[src/rtl/uart_rx_oversampler.sv]
`default_nettype none
// +--------------------------------------------------------------------------+
// | Module   : uart_rx_oversampler                                           |
// | Function : 16x oversampling 8N1 UART receive front end. Recovers bytes   |
// |            with 2-of-3 majority voting per bit, flags framing errors and |
// |            overruns, and stretches the byte-valid flag so a slower       |
// |            consumer clock domain can edge-detect it.                     |
// | Revision : 1.0                                                           |
// +--------------------------------------------------------------------------+
module uart_rx_oversampler #(
  parameter int DIV         = 651,
  parameter int STATUS_HOLD = 6000
) (
  input  logic       sysclk,
  input  logic       reset,
  input  logic       UART_RX,
  output logic [7:0] rx_data,
  output logic       rx_status,
  output logic       frame_err,
  output logic       overrun,
  output logic       busy
);

  localparam logic [15:0] c_DIV_LAST = 16'(DIV - 1);
  localparam logic [15:0] c_HOLD     = 16'(STATUS_HOLD);

  // r_s counts ticks already elapsed in the current bit, so the tick being
  // processed is sample number r_s+1. Samples 7, 8, 9 are therefore taken
  // while r_s reads 6, 7, 8, and the bit decision is the r_s == 8 tick.
  localparam logic [3:0]  c_SMP_A    = 4'd6;
  localparam logic [3:0]  c_SMP_B    = 4'd7;
  localparam logic [3:0]  c_SMP_DEC  = 4'd8;
  localparam logic [3:0]  c_LAST_BIT = 4'd8;

  typedef enum logic [1:0] {
    ST_IDLE  = 2'd0,
    ST_START = 2'd1,
    ST_DATA  = 2'd2,
    ST_STOP  = 2'd3
  } state_t;

  state_t      r_state;
  logic        r_sync1;
  logic        r_rx_s;
  logic        r_rx_d;
  logic [15:0] r_div;
  logic [3:0]  r_s;
  logic [3:0]  r_b;
  logic        r_v0;
  logic        r_v1;
  logic [7:0]  r_shift;
  logic [7:0]  r_data;
  logic        r_status;
  logic [15:0] r_hold;
  logic        r_frame_err;
  logic        r_overrun;
  logic        r_busy;

  logic        w_start;
  logic        w_tick;
  logic        w_maj;

  assign w_start = r_rx_d & ~r_rx_s;
  assign w_tick  = (r_div == c_DIV_LAST);
  // Two earlier samples plus the live sample on the decision tick
  assign w_maj   = (r_v0 & r_v1) | (r_v0 & r_rx_s) | (r_v1 & r_rx_s);

  // Bring the asynchronous pin into sysclk and keep a delayed copy for edge detection
  always_ff @(posedge sysclk) begin
    if (reset) begin
      r_sync1 <= 1'b1;
      r_rx_s  <= 1'b1;
      r_rx_d  <= 1'b1;
    end else begin
      r_sync1 <= UART_RX;
      r_rx_s  <= r_sync1;
      r_rx_d  <= r_rx_s;
    end
  end

  // Oversample tick divider, re-phased on the start edge so the first tick lands DIV cycles later
  always_ff @(posedge sysclk) begin
    if (reset) begin
      r_div <= '0;
    end else if ((r_state == ST_IDLE) && w_start) begin
      r_div <= '0;
    end else if (w_tick) begin
      r_div <= '0;
    end else begin
      r_div <= r_div + 16'd1;
    end
  end

  // Frame FSM with bit/sample counters, shift register, hold window and registered flags
  always_ff @(posedge sysclk) begin
    if (reset) begin
      r_state     <= ST_IDLE;
      r_s         <= '0;
      r_b         <= '0;
      r_v0        <= 1'b0;
      r_v1        <= 1'b0;
      r_shift     <= '0;
      r_data      <= '0;
      r_status    <= 1'b0;
      r_hold      <= '0;
      r_frame_err <= 1'b0;
      r_overrun   <= 1'b0;
      r_busy      <= 1'b0;
    end else begin
      r_frame_err <= 1'b0;
      r_overrun   <= 1'b0;

      // Byte-valid window countdown; a good frame below reloads it
      if (r_status) begin
        if (r_hold == 16'd1) begin
          r_status <= 1'b0;
          r_hold   <= '0;
        end else begin
          r_hold <= r_hold - 16'd1;
        end
      end

      case (r_state)
        ST_IDLE: begin
          // Only a 1->0 transition starts a frame; a line already low is ignored
          if (w_start) begin
            r_state <= ST_START;
            r_s     <= '0;
            r_b     <= '0;
            r_busy  <= 1'b1;
          end
        end
        default: begin
          if (w_tick) begin
            r_s <= r_s + 4'd1;
            if (r_s == 4'd15) begin
              r_b <= r_b + 4'd1;
            end
            if (r_s == c_SMP_A) begin
              r_v0 <= r_rx_s;
            end
            if (r_s == c_SMP_B) begin
              r_v1 <= r_rx_s;
            end
            if (r_s == c_SMP_DEC) begin
              case (r_state)
                ST_START: begin
                  if (w_maj) begin
                    // Start bit did not hold low: treat as a glitch
                    r_state <= ST_IDLE;
                    r_busy  <= 1'b0;
                  end else begin
                    r_state <= ST_DATA;
                  end
                end
                ST_DATA: begin
                  r_shift <= {w_maj, r_shift[7:1]};
                  if (r_b == c_LAST_BIT) begin
                    r_state <= ST_STOP;
                  end
                end
                ST_STOP: begin
                  if (w_maj) begin
                    r_data    <= r_shift;
                    r_status  <= 1'b1;
                    r_hold    <= c_HOLD;
                    r_overrun <= r_status;
                  end else begin
                    r_frame_err <= 1'b1;
                  end
                  // Leave at mid-stop so a back-to-back start edge is still caught
                  r_state <= ST_IDLE;
                  r_busy  <= 1'b0;
                end
                default: begin
                  r_state <= ST_IDLE;
                end
              endcase
            end
          end
        end
      endcase
    end
  end

  assign rx_data   = r_data;
  assign rx_status = r_status;
  assign frame_err = r_frame_err;
  assign overrun   = r_overrun;
  assign busy      = r_busy;

endmodule
`default_nettype wire

[config.mk]
export PLATFORM = sky130hd
export DESIGN_NAME = uart_rx_oversampler
export DESIGN_NICKNAME = d
export VERILOG_FILES = /design/src/rtl/uart_rx_oversampler.sv
export SDC_FILE = /design/constraint.sdc
export NUM_CORES = 1
export LEC_CHECK = 0
export BUFFER_PORTS_ARGS = -buffer_cell sky130_fd_sc_hd__clkbuf_2
export CELL_PAD_IN_SITES_DETAIL_PLACEMENT = 0
export CELL_PAD_IN_SITES_GLOBAL_PLACEMENT = 1
export CORE_MARGIN = 2
export CORE_UTILIZATION = 30
export CTS_CLUSTER_DIAMETER = 120
export CTS_CLUSTER_SIZE = 16
export DETAILED_ROUTE_END_ITERATION = 10
export PLACE_DENSITY = 0.62
export SETUP_SLACK_MARGIN = 0.02
export SLEW_MARGIN = 20
export SYNTH_ARGS = -nofsm -noshare
export SYNTH_HDL_FRONTEND = slang
export SYNTH_SLANG_ARGS = --single-unit
[constraint.sdc]
create_clock -name sysclk -period 3.35 [get_ports sysclk]
set_input_delay 0.5025 -clock sysclk [delete_from_list [all_inputs] [get_ports sysclk]]
set_output_delay 0.5025 -clock sysclk [all_outputs]
set_load 0.01 [all_outputs]
After elaboration in Yosys (flattened, before gate mapping)
Cells that the tools add are included.
W data, S select, Z words.
{ "word_totals": {"register_bits": 67} }
{ "op_classes": {"addsub": 4, "n_eq_ne": 13, "bitwise_logic": 12, "n_reduce_logical": 17, "mux": 34} }
{ "op_table": {"columns": ["cell", "n"], "rows": [
  ["$mux W16", 7],
  ["$mux W4", 6],
  ["$add A16 B1 Y16 const B", 1],
  ["$eq A16 B1 Y1 const B", 1],
  ["$eq A16 B10 Y1 const B", 1],
  ["$sub A16 B1 Y16 const B", 1],
  ["$mux W1", 13],
  ["$eq A4 B4 Y1 const B", 3],
  ["$mux W2", 6],
  ["$reduce_and A5 Y1", 2],
  ["$reduce_and A3 Y1", 3],
  ["$add A4 B1 Y4 const B", 2],
  ["$eq A4 B3 Y1 const B", 2],
  ["$reduce_and A4 Y1", 2],
  ["$ne A3 B3 Y1 const B", 2],
  ["$not A1 Y1", 6],
  ["$reduce_bool A2 Y1", 3],
  ["$reduce_or A6 Y1", 1],
  ["$reduce_or A5 Y1", 1],
  ["$and A1 B1 Y1", 4],
  ["$eq A2 B2 Y1 const B", 2],
  ["$pmux W2 S2", 1],
  ["$reduce_bool A3 Y1", 1],
  ["$reduce_or A3 Y1", 1],
  ["other kinds (7)", 8]
]} }

Longest topological paths before layout
Gate-level depths: netlist of the first run.
{ "logic_depth": {"word_depth": 8, "mapped_depth": 9} }

Least setup slack after synthesis of the first run
Ideal clock, no wire load.
{ "synth_timing": {"path_kind": "reg-to-reg", "from": "register r_state[0]", "to": "register r_b[3]", "n_path_buf": 1, "arrival_ns": 1.953, "stages_incl_launch_ff": 9, "required_time_ns": 3.280, "synth_period_minus_slack_ns": 2.023, "slack_ns": 1.327, "path_cell_list": "dfxtp_1 > inv_1 > ha_1 > nor2_1 > nand2_1 > buf_6 > or4_4 > or3_1 > a21oi_1"} }
{ "synth_between": {"elab_chain_cells": 3} }
{ "synth_rtl": {"columns": ["element", "line", "source"], "rows": [
  ["start: declaration", "42", "state_t r_state;"],
  ["start signal: assignment", "97", "r_state <= ST_IDLE;"],
  ["start signal: assignment", "127", "r_state <= ST_START;"],
  ["start signal: assignment", "150", "r_state <= ST_IDLE;"],
  ["$logic_not A2 Y1 (*)", "123", "case (r_state)"],
  ["$ne A2 B2 Y1 (no source line) or $reduce_bool A2 Y1 (tied branches)", null, null],
  ["$reduce_and A3 Y1 (no source line)", null, null],
  ["end signal: assignment", "137", "r_b <= r_b + 4'd1;"],
  ["end: declaration", "48", "logic [3:0] r_b;"]
]} }
Every way passes the cells marked *; elsewhere a longest branch is shown, timed or not.
A chain may end at the register's enable or synchronous reset.

Worst setup path after layout of the first run
{ "layout_timing": {"from": "register r_div[5]", "to": "register r_hold[14]"} }
{ "layout_between": {"elab_chain_cells": 3} }
{ "layout_rtl": {"columns": ["element", "line", "source"], "rows": [
  ["start: declaration", "46", "logic [15:0] r_div;"],
  ["start signal: assignment", "90", "r_div <= r_div + 16'd1;"],
  ["$eq A16 B10 Y1", "64", "assign w_tick = (r_div == c_DIV_LAST);"],
  ["$mux W16", "134", "if (w_tick) begin"],
  ["$mux W16", "123", null],
  ["end signal: assignment", "119", "r_hold <= r_hold - 16'd1;"],
  ["end signal: assignment", "166", "r_hold <= c_HOLD;"],
  ["end: declaration", "54", "logic [15:0] r_hold;"]
]} }
Every way passes these cells.

==> impl_metrics.ini, run 1 <==
[die]
dieArea_um2 = 11000
die-height_um = 105
ios = 15
die_w_um = 105
initial_core_util_pct = 31.0
rows = 36
coreArea_um2 = 9820

[route]
totalWireLength_mm = 6.28
dr_wl_met2_mm = 2.77
vias = 2358
drtAntennaViolNets = 0
top_layer_used = met4
drtPass1Iterations = 4
drc_errors = 0
drt_iter0_drc = 56
wire_per_inst_um = 12.4
vias_per_cell = 4.65
wl_met1_mm = 3.26
dr_wl_met3_um = 142

[critical_path]
cp-endpoint = r_hold[14]
r2r_cells = 5
worstPathRequired_ns = 3.58
crit_type = reg -> reg
cp-end-kind = register
crit_path_top_delay_cell = or4_1
crit_path_max_fanout = 12
crit_family = simple AND/OR/NAND/NOR gates
r2r_start = r_div[5]
max_stage_delay_ns = 0.83
r2r_slack_ns = 0.92
rr_endpoint = r_hold[14]
cp-startpoint = r_div[5]
worstSetupStartpointType = register
cp.arrival_ns = 2.67
cp.depth = 5
cp_num_buf_inv = 0
crit_chain = nor4b_1 -> nand3b_1 -> or4_1 -> nand2_1 -> nor2_1

[timing]
worstMarginPinSlew_ns = 0.762
maxSlewHeadroom_pct = 48.8
hold_violations = 0
finalClockSkew_ns = 0.00569
period_share_pct = 72.6
maxSlewViolCount = 0
finalSetupTns_ns = 0
timing.fmax_ghz = 0.411
min_period_ns = 2.43
rsz0062_at_grt = false
hold-worst-slack_ns = 0.334
finalSetupViolations = 0

[synth]
synth_warnings = 0
ys_dominant_reg_cell = dfxtp_1
ys_ff_latch = 67
synth_area_um2 = 3040
ys_top_cells_by_area = dfxtp_1 44%, nand2_1 5.7%, nor2_1 5.4%
yosysUniqueCellTypes = 43
yosysSeqAreaShare_pct = 44.1
synth_nets = 367
syn_inst = 351
synth_enable_flop_cells = 0
synthArstFlopShare_pct = 0
yosysTopAreaCell = dfxtp_1
yosysTopAreaCellShare_pct = 44.1
syn_avg_cell_area_um2 = 8.67

[clock_tree]
cts-resized-gates = 0
cts_hold_buffers = 0
clk_latency_ns = 0.34
cts_max_level = 3
cts_setup_buffers = 0
cts.reportedPaths.clkPinSlew_ns = 0.08
clock_tree.root_cell = clkbuf_8
cts_tree = built
clock-sinks = 67
clock_path_buffers = 2
numCtsBuffers = 9

[worst_hold_path]
hp-start = UART_RX
hold_path.class = in -> reg

[cells_and_area]
layout_common_cells = 67 x dfxtp_1, 46 x nand2_1, 44 x nor2_1
nNetsFinal = 385
drive_gt1_share_pct = 11.5
multiInputGateArea_um2 = 1610
n_antenna_cell = 0
syn2layout_area_growth_pct = 13.7
fillers = 1065
layout.area.seq_um2 = 1340
layout_commonest_cell = dfxtp_1

[global_routing]
grt_first_pass_wirelength_mm = 10.9
grt_max_degree = 25
track_usage_pct = 12.4
grt_pass1_vias = 2301
overflow = 0
grt_antenna_before_repair = 0

[place]
place_congestion = 0.767
portBuffers = 14
hpwl_mm = 4.43

[pwr]
ir_worst_vdd_mv = 0.188
leakage_nw = 1.23
finalPower_mw = 1.53
powerDensity_nw_per_um2 = 443

[run]
drv_cap = 0

[status]
status = complete, no violations
## cell families (layout without fill, tap and decap cells)
| group | count (synthesis) | after routing | synth area share [%] |
|---|---|---|---|
| xor gates and xnor gates | 26 | 26 | 7.48 |
| and+or+nand+nor | 170 | 170 | 28.6 |
| buffers and inverters | 23 | 46 | 3.12 |
| DFF | 67 | 67 | 44.1 |
| AOI/OAI and AO/OA | 40 | 40 | 7.36 |
| muxes | 11 | 11 | 3.66 |
| adders and majority gates | 14 | 14 | 5.67 |
## cells in the mapped netlist (all sizes together), types with 2 or more instances
master   n
o21ai   10
nand4    6
inv     13
nor2b    6
nand2   46
nand2b   3
nand3b   4
xnor2   18
xor2     8
dfxtp   67
nor4    10
or3      6
or4      2
or2      4
clkbuf   8
nor4b    2
ha      13
nor2    44
nor3    12
nor3b    2
a21oi   22
mux2i   10
and3     4
nand3   12
and4     2
nand4b   2
buf      2
a31oi    2
## stage by stage
| step | worst slack (ns) | cell area [µm²] | utilization [%] | instances |
|---|---|---|---|---|
| 2_1_floorplan | 1.33 | 3040 | - | 351 |
| 3_3_place_gp | 0.914 | 3260 | 33.2 | 491 |
| 3_5_place_dp | 0.885 | 3260 | 33.2 | 491 |
| 4_1_cts | 0.886 | 3460 | 35.2 | 507 |
| 5_1_grt | 0.610 | 3460 | 35.2 | 507 |
| 6_report | 0.916 | 3460 | 35.2 | 507 |
## worst reg2reg max path, delay by kind of cell (launching register included)
kind	cells	cell delay, ns
and+or+nand+nor	5	1.95
DFF	1	0.37
## how the worst min path moves through the flow
stage,end,depth (start not counted)
floorplan,r_rx_s,1
global placement,r_rx_s,1
detailed placement,r_rx_s,1
CTS,r_sync1,2
global route,r_sync1,2
finish,r_sync1,2
## registers in the layout (all words and copies together) (netlist names), 2 cells and up
register and cells:
r_shift 8, r_div 16, r_b 4, r_state 2, r_s 4, r_hold 16
rx_data 8
## report_power, final
group | switching [mW] | internal (mW)
Combinational | 0.0262 | 0.0124
Clock | 0.324 | 0.364
Sequential | 0.00461 | 0.802
Total | 0.355 | 1.18
## final cells by class
type / count / share of cell area, %
Clock inverter: 6 / 1.84
Multi-Input combinational cell: 261 / 46.5
Sequential cell: 67 / 38.8
Timing Repair Buffer: 17 / 2.68
Tap cell: 133 / 4.81
Inverter: 13 / 1.41
Clock buffer: 10 / 3.98
## per-layer routing
layer  global-route usage (%)  up-vias
met1                     16.5     1086
li1                         -     1245
met4                     5.43        0
met3                     2.99       11
met2                     19.0       16
met5                        0        -
Power figures use the tool's default switching activity.
==> inputs of run 2 (changes only) <==
- clock period: 3.35 -> 2.4 ns (I/O delays scaled with it)
==> run 2 against run 1 <==
  * Maximum frequency grew 11%
  * Setup slack got worse by 0.71 ns
  * Combinational power increased by 51%
  * Register-to-register slack got worse by 0.71 ns
  * Clock power up 56%
  * Cell count up 1.4%
  * Critical endpoint is now r_b[3]
==> impl_metrics.ini, run 2 (synthesis gave the netlist of run 1 again) <==
[worst_hold_path]
hold_path.class = in -> reg
hp-start = UART_RX
hold_depth = 2
hold_end = r_sync1

[pwr]
ir_worst_vdd_mv = 0.279
powerDensity_nw_per_um2 = 634
leakage_nw = 1.27

[timing]
worstMarginPinSlew_ns = 0.535
finalClockSkew_ns = 0.0142
hold-worst-slack_ns = 0.191
timing.fmax_ghz = 0.456
maxSlewHeadroom_pct = 64.1
period_share_pct = 91.4
maxSlewViolCount = 0
min_period_ns = 2.19
hold_violations = 0
finalSetupTns_ns = 0
rsz0062_at_grt = false
finalSetupViolations = 0

[cells_and_area]
layout_common_cells = 67 x dfxtp_1, 45 x nand2_1, 44 x nor2_1
layout_commonest_cell = dfxtp_1
nNetsFinal = 392
reg.largest.list = r_div: 16 flops, r_hold: 16 flops
drive_gt1_share_pct = 13.9
n_antenna_cell = 0
fin_cells = 514
syn2layout_area_growth_pct = 16.6
fin_area_um2 = 3550

[route]
drtAntennaViolNets = 0
drc_errors = 0
vias_per_cell = 4.69
wire_per_inst_um = 12.3
vias = 2410
drtPass1Iterations = 4
totalWireLength_mm = 6.31
drt_iter0_drc = 57

[critical_path]
crit_path_top_delay_cell = or4_4
max_stage_delay_ns = 0.64
rr_endpoint = r_b[3]
r2r_slack_ns = 0.21
worstPathRequired_ns = 2.69
crit_path_max_fanout = 8
r2r_cells = 5
cp.arrival_ns = 2.48
r2r_start = r_div[5]
cp-end-kind = register
crit_type = reg -> reg
crit_family = simple AND/OR/NAND/NOR gates
cp_num_buf_inv = 0
worstSetupStartpointType = register
crit_chain = nor4b_1 -> nand3b_1 -> or4_4 -> or3_1 -> a21oi_1

[die]
dieArea_um2 = 11000
rows = 36
coreArea_um2 = 9820
ios = 15
die-height_um = 105
initial_core_util_pct = 31.0
die_w_um = 105

[clock_tree]
clock_tree.root_cell = clkbuf_8
clock_path_buffers = 2
clk_latency_ns = 0.35
cts_tree = built
numCtsBuffers = 9
cts_max_level = 3
clock-sinks = 67
cts_setup_buffers = 0
cts.reportedPaths.clkPinSlew_ns = 0.08

[run]
drv_cap = 0

[place]
placed_area_um2 = 3310
portBuffers = 14
hpwl_mm = 4.45
place_congestion = 0.751
placed_cells = 498

[global_routing]
grt_max_degree = 23
track_usage_pct = 12.4
overflow = 0
grt_first_pass_wirelength_mm = 11.0
grt_antenna_before_repair = 0
grt_pass1_vias = 2247

[status]
status = complete, no violations
==> run 2: cell count changes in the layout (fill, tap and decap cells not counted), sizes merged <==
cell,before,now
buf,3,10
clkinv,2,0
bufinv,1,2
clkbuf,24,23
clkinvlp,2,3
inv,14,15
==> run 2: area by class of cell <==
type	count	area [µm²]
clock buffer	9	124
clock inverter	7	100
fill	1060	6270
inverter	13	48.8
multi-input combinational	261	1620
sequential	67	1340
tap	133	166
timing repair buffer	24	145
==> run 2: through the flow <==
| stage | power [mW] | worst slack [ns] | utilization [%] |
|---|---|---|---|
| 2_1_floorplan | 1.19 | 0.377 | - |
| 3_3_place_gp | 1.21 | 0.195 | 33.7 |
| 3_5_place_dp | 1.21 | 0.153 | 33.7 |
| 4_1_cts | 2.29 | 0.128 | 36.0 |
| 5_1_grt | 2.34 | 0.0464 | 36.1 |
| 6_report | 2.25 | 0.206 | 36.1 |
==> run 2: timing repair <==
action | in CTS | in global routing
hold buffers | 0 | 0
gates resized for setup | 0 | 4
setup endpoints to repair | 0 | 12
==> run 2: worst max-delay path by stage <==
stage                     cells past startpoint        from      to  slack [ns]
after floorplan                               8  r_state[0]  r_b[3]        0.38
after CTS                                     7  r_state[0]  r_s[3]        0.13
after global placement                        7  r_state[0]    busy        0.19
final                                         5    r_div[5]  r_b[3]        0.21
after global routing                          5    r_div[5]  r_b[3]        0.05
after detailed placement                      7  r_state[0]  r_s[3]        0.15
==> run 2: report_power, final <==
part	internal, mW	leakage [nW]	switching, mW
combinational	0.0203	0.625	0.0381
sequential	1.12	0.541	0.00655
clock	0.592	0.102	0.474
==> run 2: layer usage <==
layer,global-route usage [%],routed length (µm)
met1,16.9,3290
met3,4.12,182
met4,4.00,47
met5,0,0
met2,18.3,2790
